## src/rtl/minhash_pkg.sv

```systemverilog
// Shared MinHash pipeline types: sorter state, slot record and default
// widths used by the hash stage, bottom-k sorter and sketch writer.
package minhash_pkg;

    localparam int SIG_W_DEF = 32;
    localparam int IDX_W_DEF = 10;
    localparam int SLOTS_DEF = 8;

    typedef enum logic {
        ACCEPT = 1'b0,
        DRAIN  = 1'b1
    } state_t;

    typedef struct packed {
        logic                 valid;
        logic [SIG_W_DEF-1:0] signature;
        logic [IDX_W_DEF-1:0] index;
    } slot_t;

endpackage

```

## src/rtl/bottomk_insert_cell.sv

```systemverilog
// One slot of the bottom-k insertion array.
// Ports: own/left slot, left_lt, incoming signature/index -> lt, nxt.
module bottomk_insert_cell
    import minhash_pkg::*;
#(
    parameter int  SIGNATURE_WIDTH = SIG_W_DEF,
    parameter int  INDEX_WIDTH     = IDX_W_DEF,
    parameter type cell_slot_t     = slot_t
) (
    input  cell_slot_t                 own,
    input  cell_slot_t                 left,
    input  logic                       left_lt,
    input  logic [SIGNATURE_WIDTH-1:0] in_signature,
    input  logic [INDEX_WIDTH-1:0]     in_index,
    output logic                       lt,
    output cell_slot_t                 nxt
);

    // Occupied slots are a sorted prefix, so lt is monotonic along the
    // array: a set left_lt means the insertion point lies to our left
    // and this slot shifts right by one.
    always_comb begin
        lt  = !own.valid || (in_signature < own.signature);
        nxt = own;
        if (left_lt) begin
            nxt = left;
        end else if (lt) begin
            nxt.valid     = 1'b1;
            nxt.signature = in_signature;
            nxt.index     = in_index;
        end
    end

endmodule

```

## src/rtl/minhash_bottomk_sorter.sv

```systemverilog
// Bottom-k sketch builder: keeps the NUM_SLOTS smallest signatures of a
// sequence sorted ascending and drains their indices after in_last.
// Ports: clk, rst (sync, high); in_* valid/ready input stream;
// out_* valid/ready sorted drain stream; fill_count occupied slots.
// Option: define SORTER_DEDUP_EN to discard beats whose signature is
// already stored (set semantics).
module minhash_bottomk_sorter
    import minhash_pkg::*;
#(
    parameter int SIGNATURE_WIDTH = SIG_W_DEF,
    parameter int INDEX_WIDTH     = IDX_W_DEF,
    parameter int NUM_SLOTS       = SLOTS_DEF,
    parameter int SLOT_W          = $clog2(NUM_SLOTS + 1)
) (
    input  logic                       clk,
    input  logic                       rst,
    input  logic                       in_valid,
    output logic                       in_ready,
    input  logic [SIGNATURE_WIDTH-1:0] in_signature,
    input  logic [INDEX_WIDTH-1:0]     in_index,
    input  logic                       in_last,
    output logic                       out_valid,
    input  logic                       out_ready,
    output logic [SIGNATURE_WIDTH-1:0] out_signature,
    output logic [INDEX_WIDTH-1:0]     out_index,
    output logic                       out_last,
    output logic [SLOT_W-1:0]          fill_count
);

    typedef struct packed {
        logic                       valid;
        logic [SIGNATURE_WIDTH-1:0] signature;
        logic [INDEX_WIDTH-1:0]     index;
    } sorter_slot_t;

    state_t       state;
    state_t       state_nxt;
    sorter_slot_t slots    [NUM_SLOTS];
    sorter_slot_t slot_nxt [NUM_SLOTS];
    sorter_slot_t rd_slot;
    logic [NUM_SLOTS-1:0] lt;
    logic [SLOT_W-1:0]    rd_ptr;
    logic                 rd_last;
    logic                 dup;
    logic                 in_fire;
    logic                 out_fire;
    logic                 insert;

    for (genvar i = 0; i < NUM_SLOTS; i++) begin : g_cell
        if (i == 0) begin : g_head
            bottomk_insert_cell #(
                .SIGNATURE_WIDTH(SIGNATURE_WIDTH),
                .INDEX_WIDTH    (INDEX_WIDTH),
                .cell_slot_t    (sorter_slot_t)
            ) u_cell (
                .own         (slots[i]),
                .left        ('0),
                .left_lt     (1'b0),
                .in_signature(in_signature),
                .in_index    (in_index),
                .lt          (lt[i]),
                .nxt         (slot_nxt[i])
            );
        end else begin : g_body
            bottomk_insert_cell #(
                .SIGNATURE_WIDTH(SIGNATURE_WIDTH),
                .INDEX_WIDTH    (INDEX_WIDTH),
                .cell_slot_t    (sorter_slot_t)
            ) u_cell (
                .own         (slots[i]),
                .left        (slots[i-1]),
                .left_lt     (lt[i-1]),
                .in_signature(in_signature),
                .in_index    (in_index),
                .lt          (lt[i]),
                .nxt         (slot_nxt[i])
            );
        end
    end

`ifdef SORTER_DEDUP_EN
    always_comb begin
        dup = 1'b0;
        for (int i = 0; i < NUM_SLOTS; i++) begin
            if (slots[i].valid &&
                slots[i].signature == in_signature) begin
                dup = 1'b1;
            end
        end
    end
`else
    assign dup = 1'b0;
`endif

    assign in_fire  = in_valid && in_ready;
    assign out_fire = out_valid && out_ready;
    // No lt bit set means the beat is larger than a full sketch.
    assign insert   = in_fire && (|lt) && !dup;
    assign rd_last  = (rd_ptr == fill_count - SLOT_W'(1));

    always_comb begin
        rd_slot = '0;
        for (int i = 0; i < NUM_SLOTS; i++) begin
            if (rd_ptr == SLOT_W'(i)) begin
                rd_slot = slots[i];
            end
        end
    end

    always_ff @(posedge clk) begin
        if (rst) begin
            state <= ACCEPT;
        end else begin
            state <= state_nxt;
        end
    end

    // An empty DRAIN has nothing to emit; it just falls back to ACCEPT.
    always_comb begin
        state_nxt = state;
        in_ready  = 1'b0;
        out_valid = 1'b0;
        unique case (state)
            ACCEPT: begin
                in_ready = 1'b1;
                if (in_valid && in_last) begin
                    state_nxt = DRAIN;
                end
            end
            DRAIN: begin
                out_valid = (fill_count != '0);
                if (fill_count == '0 ||
                    (out_ready && rd_last)) begin
                    state_nxt = ACCEPT;
                end
            end
            default: state_nxt = ACCEPT;
        endcase
    end

    assign out_signature = out_valid ? rd_slot.signature : '0;
    assign out_index     = out_valid ? rd_slot.index : '0;
    assign out_last      = out_valid && rd_last;

    always_ff @(posedge clk) begin
        if (rst) begin
            for (int i = 0; i < NUM_SLOTS; i++) begin
                slots[i] <= '0;
            end
            fill_count <= '0;
            rd_ptr     <= '0;
        end else begin
            if (insert) begin
                for (int i = 0; i < NUM_SLOTS; i++) begin
                    slots[i] <= slot_nxt[i];
                end
                if (fill_count != SLOT_W'(NUM_SLOTS)) begin
                    fill_count <= fill_count + SLOT_W'(1);
                end
            end
            if (in_fire && in_last) begin
                rd_ptr <= '0;
            end
            if (state == DRAIN) begin
                if (fill_count == '0 || (out_fire && rd_last)) begin
                    for (int i = 0; i < NUM_SLOTS; i++) begin
                        slots[i].valid <= 1'b0;
                    end
                    fill_count <= '0;
                    rd_ptr     <= '0;
                end else if (out_fire) begin
                    rd_ptr <= rd_ptr + SLOT_W'(1);
                end
            end
        end
    end

endmodule

```

## config.mk

```make
export PLATFORM = sky130hd
export DESIGN_NAME = minhash_bottomk_sorter
export DESIGN_NICKNAME = d
export VERILOG_FILES = /design/src/rtl/minhash_pkg.sv /design/src/rtl/bottomk_insert_cell.sv /design/src/rtl/minhash_bottomk_sorter.sv
export SDC_FILE = /design/constraint.sdc
export NUM_CORES = 1
export LEC_CHECK = 0
export CELL_PAD_IN_SITES_DETAIL_PLACEMENT = 1
export CELL_PAD_IN_SITES_GLOBAL_PLACEMENT = 1
export CORE_MARGIN = 2
export CORE_UTILIZATION = 40
export CTS_CLUSTER_SIZE = 12
export DETAILED_ROUTE_END_ITERATION = 10
export PLACE_DENSITY_LB_ADDON = 0.1
export SLEW_MARGIN = 5
export SYNTH_ARGS = -nofsm -noshare
export SYNTH_HDL_FRONTEND = slang
export SYNTH_SLANG_ARGS = --single-unit
```

## constraint.sdc

```tcl
create_clock -name clk -period 4.8 [get_ports clk]
set_input_delay 0.96 -clock clk [delete_from_list [all_inputs] [get_ports clk]]
set_output_delay 0.96 -clock clk [all_outputs]
set_load 0.01 [all_outputs]
```

==> impl_metrics.csv, run 1 <==
group,metric,value,unit
placement,portBuffers,95,
synth,synth_top_area_share,31.2,%
route,ant_nets,0,
critical_path,cp_data_arrival_time,3.81,ns
global_route,busiest_layer,"met2",
critical_path,cp-start-kind,"register",
synth,synth_top_area_cell,"edfxtp_1",
clock_network,cts_buffer_depth,3,
clock_network,insertion_delay,0.59,ns
critical_path,slowest_delay,0.60,ns
critical_path,cp-startpoint,"rd_ptr[1]",
synth,syn_area_per_cell,9.30,µm²
power_and_ir_drop,p_leak,12.6,nW
floorplan,die-area,63600,µm²
placement,post-place-ws,-0.618,ns
finish,antenna_cells,0,
synth,synth_edf_count,256,
synth,synth_flop_cell,"edfxtp_1",
timing,min_period,4.77,ns
global_route,grtUsageMet2,48.4,%
run_status,status,"finished, final reports clean",
route,drt_iter0_drc,1271,
global_route,antenna_found_initial,2,
global_route,grt_pass1_wl,134000,µm
route,dr.pass1.iters,5,
global_route,grt_start_max_net_pins,91,
floorplan,die_h,252,µm
timing,post-route-period-util,99.4,%
timing,final-hold-violation-count,0,
floorplan,pin_count,96,
floorplan,rows,90,
global_route,use_met3,3.21,%
route,drc,0,
critical_path,path_buf_inv,4,
synth,synth-seq-cells,353,
placement,place.gp.congestion,0.863,
floorplan,initial_core_util,40.7,%
critical_path,slowest_stage,"clkdlybuf4s50_1",
synth,synth_area,24600,µm²
finish,syn2layout_area_growth,18.6,%
floorplan,die_w,252,µm
timing,rsz0062_at_grt,"yes",
timing,maxSlewViolCount,0,
critical_path,path_class,"reg2out",
critical_path,rr_startpoint,"slots[0][23]",
synth,synth_seq_area_share,39.1,%
synth,async_flop_share,0,%
clock_network,htree_num_levels,2,
synth,syn-num-nets,2953,
clock_network,path_clk_slew,0.06,ns
synth,ys_types,61,
worst_hold_path,min_from,"slots[1][134]",
job,cap_viol_max_count,0,
timing,finalClockSkew,0.0223,ns
timing,setup_viol,0,
route,wl_per_cell,24.4,µm
critical_path,cp.required,3.84,ns
placement,dp_hpwl,61300,µm
timing,fin_ws,0.0279,ns
global_route,use_met1,34.7,%
route,routed_wl,87300,µm
clock_network,clkSinkCount,353,
global_route,grt_pass1_vias,22800,
critical_path,cp-end-kind,"output pin",
power_and_ir_drop,power_density,307,nW/µm²
finish,nNetsFinal,3067,
route,vias,21200,
finish,drive_gt1_share,9.49,%
global_route,grt-ovfl-total,0,
clock_network,root_buffer,"clkbuf_16",
critical_path,cp_common_cell,"o21ai_0",
floorplan,design.core.area,60600,µm²
finish,postLayoutCellArea,29200,µm²
critical_path,crit_fanout,21,
critical_path,cp_top_family,"buffers and inverters",
critical_path,path_cells,"inv_1 > ha_2 > nor3b_2 > buf_12 > buf_4 > a22oi_1 > nor2_1 > a21oi_1 > o211ai_1 > o21ai_0 > nand2_1 > o21ai_0 > a211oi_2 > clkdlybuf4s50_1",
timing,clock.fmax,210,MHz
synth,synthCells,2651,
timing,worstMarginPinSlew,0.957,ns
worst_hold_path,min_path_type,"reg2reg",
clock_network,cts_buffers,46,
clock_network,tritoncts,"yes",
timing,max_slew_margin,35.4,%
route,vias_per_cell,5.92,
placement,place_area,27500,µm²
power_and_ir_drop,ir_worst_vdd,0.361,mV
global_route,grt_usage,27.4,%
synth,synth_area_leaders,"edfxtp_1 31%, ha_1 13%, mux2i_1 10%",
synth,ys_warn_count,0,
final cells by class:
class	instances	area (µm²)
clock buffers	64	1230
clock inverters	22	195
fillers	6861	31400
inverters	265	995
multi-input cells	1862	13600
flip-flops and latches	353	9640
well taps	782	978
repair buffers	237	2550
worst register-to-register path, cell delays in order, from the launching register on:
cell	delay [ns]
edfxtp_1	0.40
inv_1	0.07
ha_1	0.29
nand4_1	0.25
nor4_2	0.45
o211ai_1	0.32
o2111ai_1	0.24
buf_4	0.19
a31oi_4	0.11
nor3_1	0.31
a41o_4	0.36
buf_12	0.34
nor2_1	0.24
placed cells by master, fill, tap and decap left out, types with 15 or more instances in the layout:
master and n:
a211oi_1 122, a211oi_2 15, a21oi_1 118, a221o_1 32
a221oi_1 72, a22oi_1 21, and2_1 44, buf_12 35
buf_4 102, clkbuf_1 17, clkbuf_16 46, clkdlybuf4s50_1 60
dfxtp_1 95, dlygate4sd2_1 15, dlymetal6s2s_1 19, edfxtp_1 256
ha_1 254, inv_1 264, mux2i_1 256, nand2_1 99
nand3_1 33, nand3b_1 42, nand4_1 31, nor2_1 423
o211ai_1 45, o21ai_0 127
final timing paths:
kind	end	slack, ns	depth (start not counted)
setup reg to reg	slots[1][12]	0.97	12
setup / recovery	out_index[9]	0.03	14
hold / removal	slots[1][134]	0.50	2
hold reg to reg	slots[1][134]	0.50	2
kinds of logic (layout without fill, tap and decap cells):
| kind of cell | after synthesis | in the layout | share of synthesized area [%] |
|---|---|---|---|
| AOI/OAI and AO/OA | 615 | 615 | 17.1 |
| xor gates and xnor gates | 6 | 6 | 0.213 |
| adders and majority gates | 255 | 255 | 12.9 |
| buffers and inverters | 436 | 588 | 6.98 |
| DFF | 353 | 353 | 39.1 |
| muxes | 256 | 256 | 10.4 |
| and+or+nand+nor | 730 | 730 | 13.3 |
registers in the layout, indices dropped and copies added, names as in the netlist:
| name | count |
|---|---|
| fill_count | 4 |
| rd_ptr | 4 |
| slots | 344 |
| state | 1 |
where the power goes:
| part | internal (mW) | total, mW | switching [mW] |
|---|---|---|---|
| Sequential | 3.54 | 3.71 | 0.174 |
| Combinational | 0.761 | 1.87 | 1.11 |
| Clock | 1.95 | 3.40 | 1.45 |
cells in the mapped netlist (all sizes together), types with 10 or more instances:
cell / count
nor2: 427
inv: 265
edfxtp: 256
mux2i: 256
ha: 255
a211oi: 137
o21ai: 135
a21oi: 119
clkbuf: 111
nand2: 103
dfxtp: 97
a221oi: 74
buf: 60
and2: 45
o211ai: 45
nand3b: 42
nand3: 33
a221o: 32
nand4: 31
a22oi: 21
nand2b: 10
metrics by stage:
stage          total power, mW  instances  hold slack [ns]  setup TNS [ns]  util, %
2_1_floorplan             4.83       2651            0.440               0        -
3_5_place_dp              5.62       3496            0.498         -150.49     45.4
4_1_cts                   9.05       3585            0.505               0     48.0
5_1_grt                   9.39       3585            0.524          -0.511     48.2
6_report                  8.98       3585            0.504               0     48.2
3_3_place_gp              5.52       3496            0.489         -164.07     45.4
metal layers:
metal | wire, µm | vias up
li1 | - | 9881
met1 | 38400 | 10800
met2 | 42600 | 410
met3 | 3260 | 147
met4 | 3050 | 2
met5 | 16 | -
repair_timing:
action / in CTS / in global routing
pin swaps: 19 / 10
buffers inserted: 1 / 0
gates resized for setup: 45 / 35
hold buffers: 0 / 0
endpoints found under the setup margin: 34 / 167
gates cloned: 2 / 0
Note: power is estimated with default switching activity, not from simulation.
==> run 2, diff against run 1 <==
- CAP_MARGIN: not set -> 20
- clock period: 4.8 -> 6.2 ns (I/O delays scaled with it)
==> run 2 against run 1 <==
Net effect:
- clock power shrank 24%
- clock skew is 0.0014 ns lower
- flip-flop and latch count unchanged
- count of clock-buffer cells in the layout fell by 1
==> impl_metrics.csv, run 2 (synthesis gave the netlist of run 1 again) <==
group,metric,value,unit
timing,maxSlewViolCount,0,
route,ant_nets,0,
finish,drive_gt1_share,6.97,%
critical_path,cp.required,4.96,ns
power_and_ir_drop,switchingPower,2.09,mW
placement,dp_cells,3449,
critical_path,cp_data_arrival_time,4.19,ns
placement,portBuffers,95,
route,dr.pass1.iters,5,
critical_path,slowest_stage,"clkdlybuf4s50_1",
finish,nNetsFinal,3017,
clock_network,htree_num_levels,2,
critical_path,path_class,"reg2out",
finish,multi_input_area,13500,µm²
finish,regMostFlops,"slots",
critical_path,slowest_delay,0.59,ns
floorplan,die-area,63600,µm²
power_and_ir_drop,clkPwrFrac,37.9,%
placement,place.gp.congestion,0.881,
floorplan,rows,90,
power_and_ir_drop,pwr-share-seq,42.0,%
finish,top_regs,"slots x344, fill_count x4, rd_ptr x4",
floorplan,die_w,252,µm
timing,max_slew_margin,34.1,%
power_and_ir_drop,sw_frac_of_total,30.4,%
floorplan,die_h,252,µm
finish,final_common_cell,"nor2_1",
worst_hold_path,min_from,"slots[1][136]",
clock_network,postCtsResizedCells,0,
timing,post-route-period-util,87.5,%
power_and_ir_drop,comb_power_share,20.1,%
power_and_ir_drop,power,6.87,mW
critical_path,cp-end-kind,"output pin",
placement,dp_hpwl,61300,µm
clock_network,path_clk_slew,0.06,ns
route,wl_per_cell,24.9,µm
route,drt_iter0_drc,1237,
finish,final_util,46.8,%
power_and_ir_drop,ir_worst_vdd,0.197,mV
route,routed_wl,88200,µm
timing,min_period,5.43,ns
clock_network,cts_buffer_depth,3,
timing,final-hold-violation-count,0,
power_and_ir_drop,power_density,242,nW/µm²
worst_hold_path,min_path_type,"reg2reg",
clock_network,hold_buffers,0,
clock_network,cts_setup_buffers,0,
timing,clock.fmax,184,MHz
critical_path,rr_startpoint,"slots[0][170]",
clock_network,tritoncts,"yes",
run_status,status,"finished, final reports clean",
power_and_ir_drop,p_leak,11.8,nW
job,cap_viol_max_count,0,
clock_network,insertion_delay,0.59,ns
route,drc,0,
global_route,grt_usage,27.6,%
critical_path,timing.reg2reg.setup_slack,1.98,ns
critical_path,reg2reg_depth,11,
timing,worstMarginPinSlew,0.988,ns
critical_path,path_cells,"ha_1 > nor3b_2 > buf_4 > a221oi_1 > a211oi_1 > a221oi_1 > a221o_1 > o211ai_1 > o21ai_0 > nor2_1 > clkdlybuf4s50_1",
timing,rsz0062_at_grt,"no",
finish,n_fill_cell,6850,
clock_network,cts_buffers,46,
clock_network,clkSinkCount,353,
global_route,antenna_found_initial,2,
floorplan,pin_count,96,
finish,syn2layout_area_growth,15.0,%
timing,setup_viol,0,
route,vias,21200,
floorplan,initial_core_util,40.7,%
global_route,grt_start_max_net_pins,76,
global_route,grt_pass1_vias,22200,
power_and_ir_drop,p_int,4.78,mW
worst_hold_path,holdPathStages,2,
critical_path,cp-start-kind,"register",
finish,mostFrequentLayoutCells,"426 x nor2_1, 264 x inv_1, 256 x mux2i_1, 256 x edfxtp_1, 255 x ha_1",
route,vias_per_cell,5.98,
finish,instances_no_fill,3536,
finish,regArea,9630,µm²
critical_path,crit_fanout,21,
critical_path,cp_common_cell,"a221oi_1",
clock_network,root_buffer,"clkbuf_16",
timing,finalClockSkew,0.0209,ns
timing,tns,0,ns
finish,largest_reg_flops,344,
critical_path,r2r-end,"slots[0][61]",
worst_hold_path,min_to,"slots[1][136]",
global_route,grt-ovfl-total,0,
global_route,grt_pass1_wl,134000,µm
floorplan,design.core.area,60600,µm²
-- run 2: cell types whose count changed in the layout (fill, tap and decap cells not counted), moves of 8 or more --
cell	change
a211oi_1	+15
a211oi_2	-15
buf_12	-22
buf_4	-23
clkdlybuf4s50_1	+34
dlygate4sd2_1	-15
dlymetal6s2s_1	-19
o21ai_0	+8
-- run 2: how the worst max path moves through the flow --
stage                     slack, ns              from           endpoint  cells after the start
after CTS                      0.73         rd_ptr[0]  out_signature[14]                     11
after floorplan                0.87  in_signature[30]      slots[0][128]                     10
after global routing           0.55         rd_ptr[0]   out_signature[0]                     10
final                          0.77         rd_ptr[0]   out_signature[7]                     11
after global placement         0.58  in_signature[26]      slots[0][168]                     11
after detailed placement       0.48  in_signature[26]      slots[0][102]                     11
-- run 2: power by group through the flow --
stage | Sequential, mW | Combinational, mW | Clock (mW)
2_1_floorplan | 2.88 | 0.867 | 0
3_5_place_dp | 2.93 | 1.37 | 0
6_report | 2.89 | 1.38 | 2.60
3_3_place_gp | 2.92 | 1.32 | 0
4_1_cts | 2.88 | 1.38 | 2.65
5_1_grt | 2.91 | 1.53 | 2.74
-- run 2: area by class of cell --
class                           count  area share [%]
Clock inverter                     23           0.636
Timing Repair Buffer              187            6.35
Antenna cell                        1         0.00883
Clock buffer                       63            4.39
Multi-Input combinational cell   1862            47.7
Inverter                          265            3.51
Tap cell                          782            3.45
Sequential cell                   353            34.0
-- run 2: worst max-delay path: cells and delay by family (launching register included) --
kind                     cells  cell delay (ns)
adder cells (fa/ha/maj)      1             0.29
AO/OA/AOI/OAI                6             1.18
AND/OR/NAND/NOR              2             0.64
buffers and inverters        2             0.99
flip-flops                   1             0.48
-- run 2: stage by stage --
stage / area (µm²) / hold WS [ns] / setup slack, ns
detailed placement: 26900 / 0.495 / 0.477
global route: 28300 / 0.518 / 0.553
global placement: 26900 / 0.490 / 0.584
finish: 28300 / 0.504 / 0.772
floorplan: 24600 / 0.440 / 0.872
CTS: 28300 / 0.503 / 0.735
-- run 2: routing by layer --
layer | routed length [µm] | global-route usage [%] | vias to the layer above | part of all wire [%]
met5 | 0 | 0 | - | 0
met1 | 38500 | 35.3 | 10700 | 44
li1 | - | - | 9791 | -
met2 | 42300 | 46.9 | 533 | 48
met4 | 3290 | 10.7 | 0 | 3.7
met3 | 4110 | 3.99 | 163 | 4.7
==> run 3, diff against run 2 <==
- PLACE_DENSITY: not set -> 0.74
- PLACE_DENSITY_LB_ADDON: 0.1 -> not set
==> run 3 against run 2 <==
Net effect:
- clock power rose by 3%
- largest cell class unchanged
- worst setup slack got worse by 0.29 ns
- die area did not move
- critical endpoint is now out_signature[31]
- flip-flop and latch count did not move
- utilization barely moved
- total power rose by 1.1%
==> impl_metrics.csv, run 3 (synthesis gave the netlist of run 1 again) <==
group,metric,value,unit
run_status,status,"finished, final reports clean",
placement,place.gp.congestion,0.908,
global_route,grt_usage,26.7,%
finish,regMostFlops,"slots",
finish,postLayoutCellArea,28300,µm²
timing,max_slew_margin,31.2,%
clock_network,insertion_delay,0.61,ns
placement,portBuffers,95,
clock_network,root_buffer,"clkbuf_16",
floorplan,design.core.area,60600,µm²
timing,rsz0062_at_grt,"no",
floorplan,initial_core_util,40.7,%
critical_path,cp-end-kind,"output pin",
floorplan,die_w,252,µm
finish,drive_gt1_share,6.96,%
timing,final-hold-violation-count,0,
clock_network,clkSinkCount,353,
critical_path,cp.required,4.96,ns
floorplan,rows,90,
placement,post-place-ws,0.276,ns
clock_network,cts_setup_buffers,0,
global_route,grt_pass1_vias,22700,
clock_network,postCtsResizedCells,0,
timing,maxSlewViolCount,0,
worst_hold_path,min_path_type,"reg2reg",
power_and_ir_drop,ir_worst_vdd,0.169,mV
clock_network,tritoncts,"yes",
global_route,grt-ovfl-total,0,
route,vias_per_cell,5.99,
timing,fin_ws,0.484,ns
power_and_ir_drop,power_density,245,nW/µm²
critical_path,crit_fanout,33,
finish,top_regs,"slots x344, fill_count x4, rd_ptr x4",
route,drt_iter0_drc,1336,
job,cap_viol_max_count,0,
critical_path,cp_data_arrival_time,4.48,ns
finish,antenna_cells,0,
power_and_ir_drop,p_leak,11.8,nW
finish,final_common_cell,"nor2_1",
timing,finalClockSkew,0.0396,ns
critical_path,path_class,"reg2out",
critical_path,cp-start-kind,"register",
route,vias,21100,
route,ant_nets,0,
placement,place_area,26800,µm²
finish,mostFrequentLayoutCells,"426 x nor2_1, 264 x inv_1, 256 x mux2i_1, 256 x edfxtp_1, 255 x ha_1",
placement,dp_hpwl,58800,µm
clock_network,cts_buffer_depth,3,
timing,clock.fmax,175,MHz
route,routed_wl,85200,µm
finish,syn2layout_area_growth,14.9,%
clock_network,hold_buffers,0,
global_route,antenna_found_initial,0,
global_route,grt_start_max_net_pins,95,
timing,setup_viol,0,
timing,post-route-period-util,92.2,%
route,dr.pass1.iters,5,
clock_network,htree_num_levels,2,
finish,n_fill_cell,6825,
timing,worstMarginPinSlew,1.03,ns
timing,tns,0,ns
route,wl_per_cell,24.2,µm
route,drc,0,
floorplan,die_h,252,µm
global_route,grt_pass1_wl,132000,µm
timing,min_period,5.72,ns
floorplan,pin_count,96,
clock_network,cts_buffers,44,
finish,instances_no_fill,3526,
finish,largest_reg_flops,344,
clock_network,path_clk_slew,0.06,ns
placement,dp_cells,3444,
floorplan,die-area,63600,µm²
finish,nNetsFinal,3010,
## run 3: power breakdown
group	internal [mW]	leakage (nW)	switching, mW
Clock	1.55	0.722	1.12
Sequential	2.74	3.59	0.137
Combinational	0.545	7.46	0.842
Total	4.84	11.8	2.10
## run 3: metrics by stage
| step | hold slack (ns) | total power, mW | util [%] |
|---|---|---|---|
| final | 0.503 | 6.94 | 46.7 |
| after global routing | 0.537 | 7.23 | 46.7 |
| after CTS | 0.501 | 6.98 | 46.7 |
| after detailed placement | 0.493 | 4.29 | 44.3 |
| after global placement | 0.494 | 4.21 | 44.3 |
| after floorplan | 0.440 | 3.74 | - |
## run 3: worst max-delay path: stages (launching register included)
cell,delay [ns]
dfxtp_1,0.45
inv_1,0.11
ha_1,0.26
nor4b_4,0.23
buf_4,0.51
a221oi_1,0.25
a211oi_1,0.36
a221oi_1,0.11
a221o_1,0.36
o211ai_1,0.09
o21ai_0,0.16
nor2_1,0.35
clkdlybuf4s50_1,0.62
## run 3: layout make-up
| class | count | area [µm²] | area share, % |
|---|---|---|---|
| Multi-Input combinational cell | 1862 | 13500 | 47.7 |
| Clock buffer | 57 | 1200 | 4.24 |
| Clock inverter | 25 | 282 | 0.994 |
| Timing Repair Buffer | 182 | 1720 | 6.09 |
| Inverter | 265 | 995 | 3.51 |
| Tap cell | 782 | 978 | 3.46 |
| Sequential cell | 353 | 9630 | 34.0 |
## run 3: final timing paths
| kind | endpoint | startpoint | slack [ns] | depth (start not counted) |
|---|---|---|---|---|
| setup / recovery | out_signature[31] | rd_ptr[1] | 0.48 | 12 |
| hold / removal | slots[1][132] | slots[1][132] | 0.50 | 2 |
| setup reg to reg | slots[1][26] | slots[1][12] | 1.83 | 11 |
| hold reg to reg | slots[1][132] | slots[1][132] | 0.50 | 2 |
## run 3: routing by layer
layer	GRT usage [%]	routed length, µm	vias up
met5	0	0	-
met4	10.9	3140	0
met3	3.16	3790	158
met2	47.3	42500	546
met1	32.8	35700	10700
li1	-	-	9772
